File: src/rtl/found_bcd_conv_pkg.sv
// Shared types and constants for the match-address to BCD converter.
package found_bcd_conv_pkg;
  localparam int BCD_W      = 4;
  localparam int DIGITS     = 4;
  localparam int BCD_TOT    = BCD_W * DIGITS;
  localparam int MAX_IN_W   = 13;
  localparam int CNT_W      = 4;
  localparam logic [BCD_W-1:0] BLANK_CODE = 4'hF;

  typedef enum logic [1:0] {IDLE, CONV, LOAD} state_t;
  typedef logic [DIGITS-1:0][BCD_W-1:0] bcd_t;
endpackage

File: src/rtl/found_bcd_conv_if.sv
// Search-result input and seven-segment digit output bundle.
interface found_bcd_conv_if #(parameter int IN_W = 8);
  logic            done;
  logic [IN_W-1:0] found;
  logic [3:0]      thousands;
  logic [3:0]      hundreds;
  logic [3:0]      tens;
  logic [3:0]      units;
  logic            busy;
  logic            bcd_valid;
  logic            overrun;

  modport master (output done, found,
                  input  thousands, hundreds, tens, units, busy, bcd_valid, overrun);
  modport slave  (input  done, found,
                  output thousands, hundreds, tens, units, busy, bcd_valid, overrun);
endinterface

File: src/rtl/found_bcd_conv_add3.sv
// Double-dabble nibble adjust: values 5..9 get +3 before the shift.
module bcd_add3
  import found_bcd_conv_pkg::*;
(
  input  logic [BCD_W-1:0] din,
  output logic [BCD_W-1:0] dout
);
  assign dout = (din >= BCD_W'(5)) ? din + BCD_W'(3) : din;
endmodule

File: src/rtl/found_bcd_conv.sv
// Captures found on a done rising edge and converts it to 4 BCD digits, one bit per cycle.
// Optional build macro: BLANK_LEADING_ZERO_EN (leading zero digits shown as blank code).
module found_bcd_conv
  import found_bcd_conv_pkg::*;
#(
  parameter int IN_W = 8
)(
  input  logic              CLK100MHZ,
  input  logic              reset,
  found_bcd_conv_if.slave   bus
);
  if (IN_W < 4 || IN_W > MAX_IN_W) begin : g_bad_w
    $error("found_bcd_conv: IN_W=%0d outside 4..%0d", IN_W, MAX_IN_W);
  end

  state_t              state_q, state_d;
  logic                done_d;
  logic [IN_W-1:0]     bin;
  bcd_t                bcd, adj, load_digits;
  logic [CNT_W-1:0]    cnt;
  bcd_t                digits;
  logic                busy, bcd_valid, overrun;
  logic [BCD_TOT+IN_W-1:0] shifted;
  logic                trig;

  assign trig = bus.done & ~done_d;

  for (genvar g = 0; g < DIGITS; g++) begin : g_add3
    bcd_add3 u_add3 (.din(bcd[g]), .dout(adj[g]));
  end

  assign shifted = {adj, bin} << 1;

  // Blanking walks from the most significant digit and stops at the first non-zero one.
  always_comb begin
    load_digits = bcd;
`ifdef BLANK_LEADING_ZERO_EN
    if (bcd[3] == '0) begin
      load_digits[3] = BLANK_CODE;
      if (bcd[2] == '0) begin
        load_digits[2] = BLANK_CODE;
        if (bcd[1] == '0) load_digits[1] = BLANK_CODE;
      end
    end
`endif
  end

  always_comb begin
    state_d = state_q;
    case (state_q)
      IDLE:    if (trig) state_d = CONV;
      CONV:    if (cnt == '0) state_d = LOAD;
      LOAD:    state_d = IDLE;
      default: state_d = IDLE;
    endcase
  end

  always_ff @(posedge CLK100MHZ or negedge reset) begin
    if (!reset) begin
      state_q   <= IDLE;
      done_d    <= 1'b0;
      bin       <= '0;
      bcd       <= '0;
      cnt       <= '0;
      digits    <= '0;
      busy      <= 1'b0;
      bcd_valid <= 1'b0;
      overrun   <= 1'b0;
    end else begin
      state_q   <= state_d;
      done_d    <= bus.done;
      bcd_valid <= 1'b0;
      overrun   <= trig && (state_q != IDLE);
      case (state_q)
        IDLE: if (trig) begin
          bin  <= bus.found;
          bcd  <= '0;
          cnt  <= CNT_W'(IN_W - 1);
          busy <= 1'b1;
        end
        CONV: begin
          {bcd, bin} <= shifted;
          cnt        <= cnt - 1'b1;
        end
        LOAD: begin
          digits    <= load_digits;
          bcd_valid <= 1'b1;
          busy      <= 1'b0;
        end
        default: ;
      endcase
    end
  end

  assign bus.thousands = digits[3];
  assign bus.hundreds  = digits[2];
  assign bus.tens      = digits[1];
  assign bus.units     = digits[0];
  assign bus.busy      = busy;
  assign bus.bcd_valid = bcd_valid;
  assign bus.overrun   = overrun;
endmodule

File: src/flat_wrapper.sv
// flat-port wrapper written by rule: the top's interface ports become plain ports
module found_bcd_conv_flat import found_bcd_conv_pkg::*;
#(
  parameter int IN_W = 8
)
  (CLK100MHZ, reset, bus_done, bus_found, bus_thousands, bus_hundreds, bus_tens, bus_units, bus_busy, bus_bcd_valid, bus_overrun);
  found_bcd_conv_if #(.IN_W(IN_W)) bus_i ();
  input  logic CLK100MHZ;
  input  logic reset;
  input wire logic [$bits(bus_i.done)-1:0] bus_done;
  input wire logic [$bits(bus_i.found)-1:0] bus_found;
  output wire logic [$bits(bus_i.thousands)-1:0] bus_thousands;
  output wire logic [$bits(bus_i.hundreds)-1:0] bus_hundreds;
  output wire logic [$bits(bus_i.tens)-1:0] bus_tens;
  output wire logic [$bits(bus_i.units)-1:0] bus_units;
  output wire logic [$bits(bus_i.busy)-1:0] bus_busy;
  output wire logic [$bits(bus_i.bcd_valid)-1:0] bus_bcd_valid;
  output wire logic [$bits(bus_i.overrun)-1:0] bus_overrun;
  assign bus_i.done = bus_done;
  assign bus_i.found = bus_found;
  assign bus_thousands = bus_i.thousands;
  assign bus_hundreds = bus_i.hundreds;
  assign bus_tens = bus_i.tens;
  assign bus_units = bus_i.units;
  assign bus_busy = bus_i.busy;
  assign bus_bcd_valid = bus_i.bcd_valid;
  assign bus_overrun = bus_i.overrun;
  found_bcd_conv #(.IN_W(IN_W)) u_core (.CLK100MHZ(CLK100MHZ), .reset(reset), .bus(bus_i));
endmodule
File: config.mk
export PLATFORM = sky130hd
export DESIGN_NAME = found_bcd_conv_flat
export DESIGN_NICKNAME = d
export VERILOG_FILES = /design/src/rtl/found_bcd_conv_pkg.sv /design/src/rtl/found_bcd_conv_if.sv /design/src/rtl/found_bcd_conv_add3.sv /design/src/rtl/found_bcd_conv.sv /design/src/flat_wrapper.sv
export SDC_FILE = /design/constraint.sdc
export NUM_CORES = 1
export LEC_CHECK = 0
export BUFFER_PORTS_ARGS = -buffer_cell sky130_fd_sc_hd__buf_2
export CORE_MARGIN = 2
export CORE_UTILIZATION = 61
export CTS_CLUSTER_SIZE = 30
export DETAILED_ROUTE_END_ITERATION = 7
export HOLD_SLACK_MARGIN = 0.12
export PLACE_DENSITY = 0.84
export SLEW_MARGIN = 20
export SYNTH_ARGS = -nofsm -noshare
export SYNTH_HDL_FRONTEND = slang
export SYNTH_SLANG_ARGS = --single-unit
File: constraint.sdc
create_clock -name CLK100MHZ -period 2.2 [get_ports CLK100MHZ]
set_input_delay 0.11 -clock CLK100MHZ [delete_from_list [all_inputs] [get_ports CLK100MHZ]]
set_output_delay 0.11 -clock CLK100MHZ [all_outputs]
set_load 0.005 [all_outputs]
# [Yosys cells after proc, flatten, opt, wreduce, memory -nomap -nowiden]
# Index checks and enable logic that the tools add are counted.
[totals] output_inout_bits=19 word_cells=55 input_bits=11 ff_bits=50
[op_classes] muxes=16 n_reduce_logical=9 add_sub_neg=5 n_eq_ne=4 bitwise_logic=2 magnitude_cmp=4
[ops] cell="one-hot mux 16 bit (2 select lines)" count=1
[ops] cell="greater-or-equal comparator 4 x 3 -> 1 bit, second input constant" count=4
[ops] cell="two-way mux 16 bit" count=1
[ops] cell="two-way mux 4 bit" count=4
[ops] cell="one-hot mux 8 bit (2 select lines)" count=1
[ops] cell="adder 4 x 2 -> 4 bit, second input constant" count=3
[ops] cell="two-way mux 8 bit" count=1
[ops] cell="one-hot mux 4 bit (2 select lines)" count=1
[ops] cell="AND reduction 2 bit" count=3
[ops] cell="nonzero test 2 bit" count=3
[ops] cell="zero test 4 bit" count=1
[ops] cell="two-way mux 2 bit" count=2
[ops] cell="!= test 2 x 1 -> 1 bit, second input constant" count=2
[ops] cell="one-hot mux 2 bit (2 select lines)" count=1
[ops] cell="subtractor 4 x 1 -> 4 bit, second input constant" count=1
[ops] cell="adder 3 x 2 -> 3 bit, second input constant" count=1
[ops] cell="two-way mux 3 bit" count=1
[ops] cell="== test 2 x 1 -> 1 bit, second input constant" count=1
[ops] cell="== test 2 bit, second input constant" count=1
[ops] cell="zero test 2 bit" count=1
[ops] cell="two-way mux 1 bit" count=2
[ops] cell="one-hot mux 1 bit (2 select lines)" count=1
[ops] cell="bitwise AND 1 bit" count=1
[ops] cell="logical AND 1 bit" count=1
[ops] cell="inverter 1 bit" count=1

# [Longest topological paths before layout]
[depth] ltp_word=4 ltp_mapped=6 mapped_depth_nobuf=6

# [Modules after synthesis]
# From an unflattened synthesis, not the netlist that was laid out.
[hier_totals] cells_unflattened=207 area_unflattened_um2=2452.4
[modules_own_cells] mod="found_bcd_conv" cells_per_inst=143 seq_area_each_um2=1251.2 area_per_inst_um2=2047.0 instances=1
[modules_own_cells] mod="bcd_add3" cells_per_inst=16 seq_area_each_um2=0.0 area_per_inst_um2=101.3 instances=4

# [Least setup slack after synthesis]
# No wires, ideal clock.
[synth_timing] path_type="register to register" start="register u_core.bcd[8] (netlist bit)" end="register u_core.bcd[10] (netlist bit)" path_buffers=0 slack_ns=0.818 setup_ns=0.121 synth_period_minus_slack_ns=1.382 stages_incl_launch_ff=7 t_arrival_ns=1.261 required_time_ns=2.079 path_cell_list="dfrtp_1 inv_1 ha_1 nand2b_1 a21oi_1 mux2i_1 a22o_1"
[synth_via] elab_chain_cells=3 elab_cells_between_ends=4 cone_classes="add/sub (1); order compare (1); mux (2)"
[synth_lines] item="start, declared" line_no="found_bcd_conv.sv:19" text="bcd_t bcd, adj, load_digits;"
[synth_lines] item="start signal, assigned" line_no="found_bcd_conv.sv:82" text="{bcd, bin} <= shifted;"
[synth_lines] item="adder 4 x 2 -> 4 bit or greater-or-equal comparator 4 x 3 -> 1 bit (tied branches)" line_no="found_bcd_conv_add3.sv:8" text="assign dout = (din >= BCD_W'(5)) ? din + BCD_W'(3) : din;"
[synth_lines] item="two-way mux 4 bit *" line_no="found_bcd_conv_add3.sv:8"
[synth_lines] item="one-hot mux 16 bit (2 select lines) *" line_no="found_bcd_conv.sv:74" text="case (state_q)"
# Every way passes the cells marked *; elsewhere a longest branch is shown, timed or not.
# A chain may end at the register's enable or synchronous reset.

# [Worst setup path in the final report]
[layout_timing] start="register u_core.state_q[1]" end="register u_core.bcd[3] (netlist bit)"
[layout_via] elab_chain_cells=3 elab_cells_between_ends=6 cone_classes="eq/ne (2); mux (1); reduce/logical (3)"
[layout_lines] item="start, declared" line_no="found_bcd_conv.sv:16" text="state_t state_q, state_d;"
[layout_lines] item="start signal, assigned" line_no="found_bcd_conv.sv:70" text="state_q <= state_d;"
[layout_lines] item="== test 2 x 1 -> 1 bit or zero test 2 bit (tied branches)" line_no="found_bcd_conv.sv:74"
[layout_lines] item="nonzero test 2 bit (no line) or != test 2 x 1 -> 1 bit (tied branches)"
[layout_lines] item="AND reduction 2 bit (no line)"
# Parallel ways exist; a longest one is shown, timed or not.

==> results.tsv <==
stage	metric	value	unit
status	run status	completed	
global_routing	gr usage total	21.5	%
detailed_routing	Post-Route WL	3.85	mm
detailed_routing	Residual DRC	0	
power_and_ir_drop	clock share of power	17.0	%
cts	CTS root buffer	clkbuf_8	
synthesis	post-synth top area share	55.9	%
cts	CTS tree	yes	
global_routing	vias in the first global route	1498	
sta	worst slew pin tran	0.726	ns
sta	fin crit share	77.2	%
power_and_ir_drop	PD cells	1350	nW/um^2
detailed_routing	WL/cell	13.2	um
power_and_ir_drop	cell leakage power	0.00127	uW
floorplan	Die W	64.6	um
synthesis	Seq/Total Area, Yosys	55.9	%
global_routing	pin count of the biggest net entering global routing	27	
synthesis	commonest cells in the netlist	dfrtp_1, nand2_1, o21ai_0	
synthesis	synthesized flop and latch total	50	
job	max-cap viol count	0	
placement	Port Buf Inserts	29	
detailed_routing	met2 WL	1.89	mm
global_routing	GRT overflow	0	
placement	RePlAce Congestion	0.807	
power_and_ir_drop	maximum vdd drop	792	uV
worst_setup_path	worst reg-to-reg path cell count	3	
floorplan	core area	3610	sq um
detailed_routing	Vias	1578	
synthesis	Synth area leader	dfrtp_1	
worst_setup_path	Worst EP arrival	1.90	ns
power_and_ir_drop	Net Sw Power	1300	uW
power_and_ir_drop	sw frac	36.6	%
floorplan	row cnt	22	
floorplan	Die ar.	4170	sq um
cts	CTS Sinks	50	
sta	crit path time final	1.70	ns
worst_setup_path	Critical Path Source	u_core.state_q[1]	
synthesis	mapped cell area	2240	sq um
cts	CTS H-tree depth	2	
synthesis	post-synth net total	224	
sta	final setup margin	0.502	ns
detailed_routing	met1 WL	1.77	mm
sta	Final TNS setup	0	ns
cts	CTS Buf Count	5	
worst_setup_path	reg2reg setup slack	0.50	ns
power_and_ir_drop	Comb pwr share	40.1	%
worst_setup_path	Critical Path RT	2.40	ns
power_and_ir_drop	Flop pwr share	42.8	%
global_routing	initial antenna violation count	0	
placement	worst slack, placed	0.519	ns
worst_setup_path	Crit path largest cell delay	0.64	ns
sta	Peak Freq	589	MHz
sta	RSZ-0062 raised after global routing	no	
worst_setup_path	Startpoint Class	flop	
detailed_routing	initial drt markers	73	
worst_setup_path	maximum fanout along the worst path	19	
min_path	Min-Delay Path Depth	4	
sta	Worst Clk Skew	0.00654	ns
min_path	HP Start	bus_found[0]	
sta	max_slew headroom	51.6	%
sta	final count of hold timing violations	0	
placement	post-detail-place hpwl	2.56	mm
worst_setup_path	R2R Path Start	u_core.state_q[1]	
synthesis	most frequent cell after synthesis	dfrtp_1	
finish	share of layout cells above drive strength 1	20.9	%
worst_setup_path	delay-heaviest family, CP	simple AND/OR/NAND/NOR gates	
cts	Clk Latency, worst-skew pair	0.31	ns
synthesis	Ys Warns	0	
cts	Resized Gates After CTS	0	
detailed_routing	Antenna Nets Post-Route	0	
worst_setup_path	CP Cell Sequence	nand2b_1, o31ai_1, a32o_1	
detailed_routing	DR WL met3	123	um
floorplan	IO Pins	30	
worst_setup_path	Critical Path Sink Type	flop	
global_routing	global-route wire length before repair	6.71	mm
floorplan	die height	64.6	um
detailed_routing	highest routed layer	met4	
worst_setup_path	slowest cell on the critical path	nand2b_1	
power_and_ir_drop	design internal power	2250	uW
worst_setup_path	CP bufs+invs	0	
cts	clk buf depth	2	
min_path	HP Class	in2reg	
synthesis	Netlist cell types	32	
min_path	hold worst-path end	u_core.bin[0]	
cts	clk slew on worst S/H paths	0.08	ns
detailed_routing	drt first pass iters	4	
floorplan	Initial Util	62.0	%
worst_setup_path	critical path class	reg2reg	
synthesis	top_reg_cell synth	dfrtp_1	
detailed_routing	Vias/cell	5.40	
worst_setup_path	worst r2r dst	u_core.bcd[3]	
finish	NumNets Final	263	
finish	area grow syn2layout	17.3	%
sta	final setup fails	0	
synthesis	Post-synth EDFFs	0	
finish	number of diodes	0	
synthesis	Syn Area/Cell	11.0	sq um
synthesis	Post-synth ARST share	100	%
synthesis	largest cells by area after synthesis	dfrtp_1, ha_1, nand2_1, mux2_2, o21ai_0	
sta	Slew Viols, Final	0	
finish	FILL cells	252	
synthesis	Gate Count Post-Synth	204	
## power by group through the flow
stage | combinational (uW) | sequential [uW] | clock, uW
6_report | 1430 | 1520 | 604
5_1_grt | 1630 | 1570 | 658
4_1_cts | 1440 | 1520 | 619
3_5_place_dp | 1420 | 1540 | 0
3_3_place_gp | 1370 | 1520 | 0
2_1_floorplan | 1110 | 1490 | 0
## layout by cell type (no fill, tap or decap), drive strengths merged
master and n:
dfrtp 50, buf 31, nand2 27, o21ai 16, nor2 15, inv 12
ha 9, dlygate4sd3 9, mux2 8, a31oi 8, clkbuf 8, a21oi 8
nand2b 6, mux2i 4, a22o 4, xnor2 4, o22ai 4, o31ai 4
a32o 4, xor2 3, o32ai 3, a21o 1, and3 1, or3 1
nor3 1, nor3b 1, nand3b 1, a22oi 1
## cell families after synthesis
logic type      share of synthesized area, %
compound gates                          15.8
simple gates                            10.6
flops                                   55.9
buf+inv                                 4.08
mux                                     5.82
fa+ha+maj                               5.03
xor+xnor                                2.74
## sequential cells by signal, summed over array words and instances (netlist names), 2 cells and up
| signal | flops |
|---|---|
| u_core.bin | 8 |
| u_core.bus.tens | 4 |
| u_core.bus.hundreds | 4 |
| u_core.bcd | 16 |
| u_core.bus.units | 4 |
| u_core.bus.thousands | 4 |
| u_core.cnt | 4 |
| u_core.state_q | 2 |
## per-layer routing
metal | up-vias | GRT usage [%]
met1 | 757 | 26.8
met3 | 6 | 5.73
met5 | - | 0
met2 | 27 | 36.2
met4 | 0 | 7.98
li1 | 788 | -
## metrics by stage
step | hold slack, ns | std cells | area (sq um) | utilization, % | total power, uW
CTS | 0.253 | 292 | 2620 | 72.8 | 3580
detailed placement | 0.142 | 275 | 2420 | 67.2 | 2950
global route | 0.284 | 292 | 2620 | 72.8 | 3860
finish | 0.258 | 292 | 2620 | 72.8 | 3550
floorplan | -0.186 | 204 | 2240 | - | 2600
global placement | 0.142 | 275 | 2420 | 67.2 | 2890
## area by class of cell
class | instances | area (sq um) | share of cell area, %
Clock buffer | 8 | 110 | 4.20
Timing Repair Buffer | 40 | 263 | 10.0
Inverter | 12 | 45.0 | 1.72
Tap cell | 48 | 60.1 | 2.29
Sequential cell | 50 | 1250 | 47.7
Multi-Input combinational cell | 134 | 895 | 34.1
## repair_timing
item	CTS	global route
endpoints found under the hold margin	33	0
setup buffers	0	0
hold buffers	9	0
## tightest hold or removal path, stage by stage
cell	delay, ns
buf_2	0.09
nor3b_1	0.12
a21oi_1	0.11
o21ai_0	0.08
## worst max path at each step
stage | end | slack, ns | cells after the start
6_report | u_core.bcd[3] | 0.50 | 3
5_1_grt | u_core.bcd[3] | 0.33 | 3
4_1_cts | u_core.bcd[3] | 0.49 | 3
3_5_place_dp | u_core.bcd[3] | 0.52 | 3
3_3_place_gp | u_core.bcd[7] | 0.58 | 3
2_1_floorplan | u_core.bcd[10] | 0.82 | 6
Note: power is estimated with default switching activity, not from simulation.
